[src/rtl/seq_mult_pkg.sv]
// Shared types and helpers for the radix-2^K sequential multiplier.
package seq_mult_pkg;

    typedef enum logic [1:0] {
        IDLE = 2'd0,
        CALC = 2'd1,
        DONE = 2'd2
    } state_t;

    // Digit widths the partial-product unit supports.
    function automatic bit k_is_legal(input int k);
        return (k == 1) || (k == 2) || (k == 4);
    endfunction

endpackage

[src/rtl/seq_mult_digit_pp.sv]
// Partial product of the shifted multiplicand and one K-bit multiplier digit.
module seq_mult_digit_pp
    import seq_mult_pkg::*;
#(
    parameter int Z_W = 32,
    parameter int K   = 2
) (
    input  logic [Z_W-1:0] mcand,
    input  logic [K-1:0]   digit,
    output logic [Z_W-1:0] pp
);

    generate
        if (!k_is_legal(K)) begin : g_bad_k
            $error("seq_mult_digit_pp: digit width K must be 1, 2 or 4");
        end
    endgenerate

    // Shift-add of the multiplicand for every set bit of the digit.
    always_comb begin
        pp = '0;
        for (int i = 0; i < K; i++) begin
            if (digit[i]) begin
                pp = pp + (mcand << i);
            end
        end
    end

endmodule

[src/rtl/seq_mult_radix.sv]
// Sequential multiplier retiring BITS_PER_CYCLE multiplier bits per cycle on
// operand magnitudes, with sign fix-up at the end and early exit once the
// remaining multiplier bits are zero. Valid/ready on both sides.
module seq_mult_radix
    import seq_mult_pkg::*;
#(
    parameter int A_W            = 16,
    parameter int B_W            = 16,
    parameter int BITS_PER_CYCLE = 2
) (
    input  logic               clk,
    input  logic               rst,
    input  logic [A_W-1:0]     a,
    input  logic [B_W-1:0]     b,
    input  logic               is_signed,
    input  logic               in_valid,
    output logic               in_ready,
    output logic [A_W+B_W-1:0] z,
    output logic               z_valid,
    input  logic               z_ready,
    output logic               busy
);

    localparam int Z_W = A_W + B_W;
    localparam int K   = BITS_PER_CYCLE;

    state_t         state, state_nxt;
    logic [Z_W-1:0] mcand, mcand_nxt;
    logic [Z_W-1:0] acc, acc_nxt;
    logic [Z_W-1:0] z_reg, z_nxt;
    logic [B_W-1:0] mplier, mplier_nxt;
    logic           neg, neg_nxt;
    logic           z_valid_reg, z_valid_nxt;

    logic [A_W-1:0] a_mag;
    logic [B_W-1:0] b_mag;
    logic [Z_W-1:0] pp;
    logic [Z_W-1:0] acc_sum;
    logic [B_W-1:0] mplier_sh;

    seq_mult_digit_pp #(
        .Z_W (Z_W),
        .K   (K)
    ) u_digit_pp (
        .mcand (mcand),
        .digit (mplier[K-1:0]),
        .pp    (pp)
    );

    // State and datapath registers; reset aborts any operation in flight.
    always_ff @(posedge clk or negedge rst) begin
        if (!rst) begin
            state       <= IDLE;
            mcand       <= '0;
            mplier      <= '0;
            acc         <= '0;
            neg         <= 1'b0;
            z_reg       <= '0;
            z_valid_reg <= 1'b0;
        end else begin
            state       <= state_nxt;
            mcand       <= mcand_nxt;
            mplier      <= mplier_nxt;
            acc         <= acc_nxt;
            neg         <= neg_nxt;
            z_reg       <= z_nxt;
            z_valid_reg <= z_valid_nxt;
        end
    end

    // Next state and datapath: load magnitudes, accumulate one digit per cycle,
    // apply the sign when the remaining multiplier bits run out.
    always_comb begin
        state_nxt   = state;
        mcand_nxt   = mcand;
        mplier_nxt  = mplier;
        acc_nxt     = acc;
        neg_nxt     = neg;
        z_nxt       = z_reg;
        z_valid_nxt = z_valid_reg;

        a_mag     = (is_signed && a[A_W-1]) ? -a : a;
        b_mag     = (is_signed && b[B_W-1]) ? -b : b;
        acc_sum   = acc + pp;
        mplier_sh = mplier >> K;

        case (state)
            IDLE: begin
                if (in_valid) begin
                    mcand_nxt  = {{B_W{1'b0}}, a_mag};
                    mplier_nxt = b_mag;
                    acc_nxt    = '0;
                    neg_nxt    = is_signed & (a[A_W-1] ^ b[B_W-1]);
                    state_nxt  = CALC;
                end
            end
            CALC: begin
                acc_nxt    = acc_sum;
                mcand_nxt  = mcand << K;
                mplier_nxt = mplier_sh;
                if (mplier_sh == '0) begin
                    z_nxt       = neg ? -acc_sum : acc_sum;
                    z_valid_nxt = 1'b1;
                    state_nxt   = DONE;
                end
            end
            DONE: begin
                if (z_ready) begin
                    z_valid_nxt = 1'b0;
                    state_nxt   = IDLE;
                end
            end
            default: begin
                state_nxt = IDLE;
            end
        endcase
    end

    // Outputs decoded from registered state and result registers only.
    always_comb begin
        in_ready = (state == IDLE);
        busy     = (state != IDLE);
        z        = z_reg;
        z_valid  = z_valid_reg;
    end

endmodule
[config.mk]
export PLATFORM = sky130hd
export DESIGN_NAME = seq_mult_radix
export DESIGN_NICKNAME = d
export VERILOG_FILES = /design/src/rtl/seq_mult_pkg.sv /design/src/rtl/seq_mult_digit_pp.sv /design/src/rtl/seq_mult_radix.sv
export SDC_FILE = /design/constraint.sdc
export NUM_CORES = 1
export LEC_CHECK = 0
export ABC_AREA = 1
export CAP_MARGIN = 20
export CORE_MARGIN = 10
export CORE_UTILIZATION = 40
export DETAILED_ROUTE_END_ITERATION = 8
export GPL_ROUTABILITY_DRIVEN = 0
export PLACE_DENSITY = 0.61
export SYNTH_ARGS = -nofsm -noshare
export SYNTH_HDL_FRONTEND = slang
export SYNTH_HIERARCHICAL = 1
export SYNTH_SLANG_ARGS = --single-unit
[constraint.sdc]
create_clock -name clk -period 6.75 [get_ports clk]
set_input_delay 1.35 -clock clk [delete_from_list [all_inputs] [get_ports clk]]
set_output_delay 1.35 -clock clk [all_outputs]
set_load 0.02 [all_outputs]
# Yosys cells after proc, flatten, opt, wreduce, memory -nomap -nowiden
# Cells that the tools add are included.
# word_totals
input_bits,37
wordCells,49
reg_bits,116
# op_classes
reduce_logical,12
muxes,18
n_eq_ne,5
n_addsub,5
bitwise,2
# op_table
operator,count
$mux W32,5
$pmux W32 S2,2
$add A32 B32 Y32,2
$mux W16,3
$neg A16 Y16,2
$neg A32 Y32,1
$pmux W16 S2,1
$logic_not A16 Y1,1
$mux W2,3
$ne A2 B2 Y1 const B,3
$pmux W2 S3,1
$reduce_and A2 Y1,3
$reduce_and A3 Y1,2
$reduce_bool A2 Y1,3
$eq A2 B1 Y1 const B,1
$eq A2 B2 Y1 const B,1
$logic_and A1 B1 Y1,2
$logic_not A2 Y1,1
$mux W1,2
$pmux W1 S2,1
$and A1 B1 Y1,1
$xor A1 B1 Y1,1

# Logic depth before layout (Yosys ltp)
# Gate-level depths: netlist of the first run.
# logic_depth
word_depth,6
depth_mapped,37

# Hierarchy
# Netlist of the first run, hierarchy kept.
# modules_own_cells
module,area_each_um2,instances,seq_area_each_um2,cells_each
seq_mult_radix,8570.7,1,2902.8,1315
seq_mult_digit_pp,2847.7,1,0.0,619

# Worst setup path before layout of the first run
# Ideal clock, no wire load.
# synth_timing
path_kind,register to register
from,register mplier[0]
to,"register z_reg[31], in the netlist z[31]"
slack_ps,2695
n_path_buf,2
required_ps,6633
setup_time_ps,117
stages_incl_launch_ff,34
t_arrival_ps,3937
path_cell_list,dfrtp_1 > clkbuf_1 > clkbuf_1 > nand2_1 > inv_1 > ha_1 > inv_1 > fa_1 > inv_1 > nand3_1 > nand3_1 > nand2_1 > nand3_1 > nand2_1 > nand2_1 > nand2_1 > nand3_1 > o21ai_0 > ha_1 > nand2_1 > nor2_1 > inv_1 > nor2_1 > nand3_1 > nand3_1 > nand2_1 > nand2_1 > nand2_1 > nor2_2 > nand3_1 > nand2_1 > nand3_1 > nand3_1 > nand2_1
# synth_via
elab_chain_len,6
# synth_lines
item,line,rtl
from (decl),seq_mult_radix.sv:31,"logic [B_W-1:0] mplier, mplier_nxt;"
from (signal assigned),seq_mult_radix.sv:63,mplier <= mplier_nxt;
$mux W32 *,seq_mult_digit_pp.sv:23,if (digit[i]) begin
$add A32 B32 Y32,seq_mult_digit_pp.sv:24,pp = pp + (mcand << i);
$mux W32 *,seq_mult_digit_pp.sv:23,
net pp[21],seq_mult_radix.sv:37,logic [Z_W-1:0] pp;
$add A32 B32 Y32 *,seq_mult_radix.sv:84,acc_sum = acc + pp;
$neg A32 Y32,seq_mult_radix.sv:102,z_nxt = neg ? -acc_sum : acc_sum;
$mux W32 *,seq_mult_radix.sv:102,
to (signal assigned),seq_mult_radix.sv:66,z_reg <= z_nxt;
to (decl),seq_mult_radix.sv:30,"logic [Z_W-1:0] z_reg, z_nxt;"
# The timed path passes the listed nets; every way through them passes the cells marked *.
# A chain may end at the register's enable or synchronous reset.

# Worst setup path in the final report of the first run
# layout_timing
from,register mplier[0]
to,"register z_reg[23], in the netlist z[23]"
# The elaborated chain is that of the path after synthesis.

==> results of run 1 <==
==> per-layer routing <==
metal  GRT usage  part of all wire  wire (microns)  vias up
li1            -                 -               -     6200
met1       0.250              0.46           16100     5456
met2       0.339              0.47           16600      276
met3      0.0268             0.047            1650       43
met4      0.0580             0.021             748        0
met5           0                 0               0        -
==> per-stage QoR <==
| step | cell area, sq um | setup WS [ns] | power (mW) |
|---|---|---|---|
| floorplan | 11400 | 2.70 | 4.72 |
| global placement | 12500 | 1.58 | 6.08 |
| detailed placement | 12500 | 1.42 | 6.14 |
| CTS | 13100 | 1.29 | 7.08 |
| global route | 13100 | 1.33 | 7.83 |
| finish | 13100 | 1.70 | 7.10 |
==> cell families (layout without fill, tap and decap cells) <==
group | count (synthesis) | in the layout | share of synthesized area
AOI/OAI and AO/OA | 234 | 234 | 0.115
and+or+nand+nor | 1117 | 1117 | 0.406
adders and majority gates | 66 | 66 | 0.0736
DFF | 116 | 116 | 0.254
buffers and inverters | 358 | 431 | 0.118
xor gates and xnor gates | 43 | 43 | 0.0330
==> power groups by stage <==
stage	Clock, mW	Sequential (mW)	Combinational (mW)
5_1_grt	0.953	1.33	5.55
2_1_floorplan	0	1.29	3.43
6_report	0.905	1.29	4.91
3_5_place_dp	0	1.33	4.80
3_3_place_gp	0	1.33	4.74
4_1_cts	0.922	1.33	4.83
==> cell usage in the layout, fill, tap and decap left out, types with 4 or more instances in the layout <==
cell type | netlist | layout
nand2_1 | 748 | 748
inv_1 | 312 | 312
nand3_1 | 138 | 138
nor2_1 | 136 | 133
dfrtp_1 | 116 | 116
o21ai_0 | 110 | 110
clkdlybuf4s50_1 | 0 | 70
ha_1 | 64 | 64
a21oi_1 | 59 | 59
xor2_1 | 27 | 27
nand2_2 | 26 | 26
a22oi_1 | 26 | 26
nor3_1 | 17 | 17
clkbuf_16 | 0 | 17
xnor2_1 | 16 | 16
nand4_1 | 14 | 14
o22ai_1 | 14 | 14
nor2_2 | 9 | 11
nand3b_1 | 9 | 9
buf_4 | 1 | 9
nand3_2 | 7 | 7
o21ai_1 | 7 | 7
inv_6 | 0 | 5
inv_2 | 4 | 4
nor4_1 | 4 | 4
==> final timing paths <==
kind                                             from              endpoint  slack (ns)  depth (start not counted)
worst min-delay path                z[18]$_DFFE_PN0P_     z[18]$_DFFE_PN0P_        0.48                          2
worst min register to register      z[18]$_DFFE_PN0P_     z[18]$_DFFE_PN0P_        0.48                          2
worst max-delay path            mplier[0]$_DFFE_PN0P_     z[23]$_DFFE_PN0P_        1.70                         32
max in group asynchronous                         rst  mcand[4]$_DFFE_PN0P_        4.44                          2
min in group asynchronous                         rst     z[29]$_DFFE_PN0P_        0.99                          1
worst max register to register  mplier[0]$_DFFE_PN0P_     z[23]$_DFFE_PN0P_        1.70                         32
==> worst register-to-register path: cells and delay by family, from the launching register on <==
kind	cells	cell delay, ns
compound gates	1	0.12
simple gates	22	2.61
flops	1	0.52
xor+xnor	1	0.16
fa+ha+maj	3	1.02
buf+inv	5	0.58
==> area by class of cell <==
type                       instances  share of cell area
clock buffer                      18              0.0327
clock inverter                    14              0.0110
inverter                         318              0.0908
multi-input combinational       1460               0.546
sequential                       116               0.221
tap                              378              0.0360
timing repair buffer              81              0.0626
==> results.cfg, run 1 <==
[synthesis]
synthArstFlopShare = 1.00
ys.flop_type = dfrtp_1
yosys.cell_count.top_type = nand2_1
yosys-top-cells-count = nand2_1, inv_1, nand3_1, nor2_1, dfrtp_1
synthTopCellsByArea = dfrtp_1, nand2_1, inv_1, ha_1, nand3_1
ys_ff_latch = 116
synth_top_area_cell = dfrtp_1
synth_cell_type_count = 42
yosys_warnings = 6
synthesis.area_sq_um = 11400
synthCells = 1934
synth_nets = 2037
synth_top_area_frac = 0.254
syn_avg_cell_area_sq_um = 5.90
synth_edf_count = 0
yosysSeqAreaShare = 0.254

[pwr]
p_leak_nw = 7.28
p_comb_frac = 0.691
power_frac_clock = 0.128
swShare = 0.558
ir_worst_vdd_mv = 0.261
seq_power_share = 0.181
p_sw_mw = 3.96
intPower_mw = 3.14
power-per-cell-area_nw_per_um2 = 540

[clock_network]
path_clk_slew_ns = 0.06
cts_num_sinks = 116
cts_made_buffers = 17
cts_tree = done
cts_max_level = 4
cts_resized = 0
post-cts-setup-buffers = 0
hold_buffers = 0
cts_buffer_depth = 2
clockRootBuffer = clkbuf_16
clock_latency_ns = 0.43

[routing]
viasPerCell = 5.02
finalWirelength_microns = 35100
first_pass_iters = 5
drc_errors = 0
post_drt_wl_per_cell_microns = 14.7
antenna_left = 0
vias = 12000
drtIter0Drc = 842

[placed_design]
dp_hpwl_microns = 27700
placed_cells = 2351
port_buffers = 71

[final_layout]
antenna_cells = 0
ff_latch_area_sq_um = 2900
fin_cells = 2385
drive_above_1_share = 0.0493
area_delta_synth_final_pct = 15.1
fill_cells = 3017
layout.core_utilization = 0.469
multi_input_area_sq_um = 7180
num-nets-final = 2097

[setup_path]
path_max_fanout = 29
critPathRequiredTime_ns = 7.12
critPathLaunchType = flip-flop
critPathKind = reg -> reg
crit_family = simple AND/OR/NAND/NOR gates
crit_arrival_ns = 5.42
crit_buf_inv = 5
cpMaxStageDelayCell = dfrtp_1
cp_common_cell = nand2_1
slowest_delay_ns = 0.52
crit_path_end_kind = flip-flop

[sta]
slew_viol_final = 0
max_freq_ghz = 0.198
worst_slew_pin_slew_ns = 1.01
tns_ns = 0
fin_crit_ns = 5.05
maxSlewHeadroom = 0.324
rsz0062_at_grt = false
hold_viol_final = 0
finalSetupViolCount = 0
clock_skew_ns = 0.0127
min_period_over_period = 0.748
hold_ws_ns = 0.475

[global_routing]
grt_pass1_vias = 11500
grt_overflow = 0
antenna_found_initial = 0
grt_pass1_wl_microns = 57900
grtUsageTotal = 0.197
grt_max_degree = 65

[job]
cap_violations = 0

[floorplanning]
start_util = 0.408
num_rows = 61
die_y_microns = 189
io_pins = 72
die_area_sq_um = 35700
die_w_microns = 189
core-area_sq_um = 28000

[status]
status = finished clean

[hold_path]
hold_path.class = reg -> reg
Power figures use the tool's default switching activity.
==> run 2: changes to the inputs <==
- PLACE_DENSITY: 0.61 -> 0.63
- clock period: 6.75 -> 4.1 ns (I/O delays scaled with it)
==> run 2 against run 1 <==
Effect of this change: final cell count grew 9.8%; flip-flop and latch count unchanged; largest power group unchanged; clock skew grew 0.0060 ns; routed wire length up 7.9%; combinational power grew to 2.5 times the previous value; clock-buffer cell count down 1; non-clock buffer count rose by 235; clock power up 86%; maximum frequency grew 24%; sequential share of layout area down 4.4 points; global-route usage grew 0.23 points; setup slack got worse by 1.7 ns.
==> results.cfg, run 2 (synthesized netlist as in run 1, its figures left out) <==
[final_layout]
most-common-layout-cells = nand2_1, inv_1, buf_4
area_delta_synth_final_pct = 44.0
layout_commonest_cell = nand2_1
layout.core_utilization = 0.587
ff_latch_area_sq_um = 2900
fin_cells = 2619
num-nets-final = 2332
multi_input_area_sq_um = 8600
drive_above_1_share = 0.273
fill_cells = 2570
antenna_cells = 0

[global_routing]
grt_overflow = 0
grt_pass1_vias = 12500
antenna_found_initial = 0
grtUsageTotal = 0.199
grt_max_degree = 61
grt_pass1_wl_microns = 59400

[setup_path]
critPathLaunchType = flip-flop
path_max_fanout = 6
cpMaxStageDelayCell = dfrtp_2
rr_startpoint = mplier[0]$_DFFE_PN0P_
crit_path_end_kind = flip-flop
crit_arrival_ns = 4.41
startpoint = mplier[0]$_DFFE_PN0P_
cp_common_cell = nand2_1
critPathRequiredTime_ns = 4.46
slowest_delay_ns = 0.46
critPathKind = reg -> reg

[routing]
post_drt_wl_per_cell_microns = 14.4
viasPerCell = 5.01
vias = 13100
first_pass_iters = 6
finalWirelength_microns = 37800
drc_errors = 0
antenna_left = 0
drtIter0Drc = 932

[placed_design]
port_buffers = 71
placed_cells = 2555
dp_slack_ns = -0.293
dp_hpwl_microns = 28600

[floorplanning]
die_w_microns = 189
start_util = 0.408
die_area_sq_um = 35700
die_y_microns = 189
num_rows = 61
core-area_sq_um = 28000
io_pins = 72

[clock_network]
path_clk_slew_ns = 0.06
cts_buffer_depth = 2
cts_max_level = 4
clock_latency_ns = 0.43
cts_num_sinks = 116
cts_tree = done
cts_made_buffers = 17
clockRootBuffer = clkbuf_16

[sta]
slew_viol_final = 0
setup_ws_ns = 0.0435
tns_ns = 0
fin_crit_ns = 4.06
clock_skew_ns = 0.0187
maxSlewHeadroom = 0.493
hold_viol_final = 0
max_freq_ghz = 0.247
finalSetupViolCount = 0
worst_slew_pin_slew_ns = 0.761
rsz0062_at_grt = true
min_period_over_period = 0.989

[pwr]
total_power_mw = 16.2
p_leak_nw = 8.65
ir_worst_vdd_mv = 0.500
power-per-cell-area_nw_per_um2 = 984

[status]
status = finished clean

[job]
cap_violations = 0

[hold_path]
hold_path.class = in -> async
-- run 2: cell count changes in the layout (fill, tap and decap cells not counted), sizes merged --
cell and delta:
clkinv +1, clkinvlp -1, bufinv +4, inv -4, buf +234
-- run 2: repair_timing --
action / CTS / global route
pin swaps: 20 / 90
gates resized for setup: 73 / 265
endpoints found under the setup margin: 19 / 31
buffers inserted: 9 / 23
cloned: 0 / 1
hold buffers: 0 / 0
-- run 2: through the flow --
stage	cell area (sq um)	hold slack (ns)
after floorplan	11400	0.448
after global placement	14100	0.463
after detailed placement	14100	0.465
after CTS	15200	0.480
after global routing	16400	0.515
final	16400	0.467
-- run 2: power breakdown --
group | total (mW) | switching [mW] | internal, mW
Sequential | 2.15 | 0.477 | 1.67
Clock | 1.68 | 0.593 | 1.08
Combinational | 12.4 | 6.89 | 5.46
Total | 16.2 | 7.96 | 8.22
-- run 2: critical path: cells and delay by family (launching register included) --
family                     cells  cell delay, ns
adders and majority gates      2            0.52
DFF                            1            0.46
xor gates and xnor gates       1            0.15
and+or+nand+nor               19            1.82
buffers and inverters          7            0.61
AOI/OAI and AO/OA              2            0.42
-- run 2: per-layer routing --
metal | global-route usage | wire length (microns) | vias up
li1 | - | - | 6684
met1 | 0.248 | 16800 | 6028
met2 | 0.340 | 18100 | 320
met3 | 0.0338 | 1770 | 79
met4 | 0.0653 | 1240 | 0
met5 | 0 | 0 | -
-- run 2: cell type report --
cell class                 count  area share
sequential                   116       0.177
clock buffer                  17      0.0259
inverter                     318      0.0726
clock inverter                14      0.0138
timing repair buffer         316       0.160
tap                          378      0.0288
multi-input combinational   1460       0.523
-- run 2: path summary, 6_finish.rpt --
kind / slack [ns] / endpoint / cells past startpoint
hold reg to reg: 0.48 / z[27]$_DFFE_PN0P_ / 2
max in group asynchronous: 2.82 / mplier[0]$_DFFE_PN0P_ / 2
setup / recovery: 0.04 / z[28]$_DFFE_PN0P_ / 31
min in group clk: 0.48 / z[27]$_DFFE_PN0P_ / 2
setup reg to reg: 0.04 / z[28]$_DFFE_PN0P_ / 31
hold / removal: 0.47 / z[23]$_DFFE_PN0P_ / 1
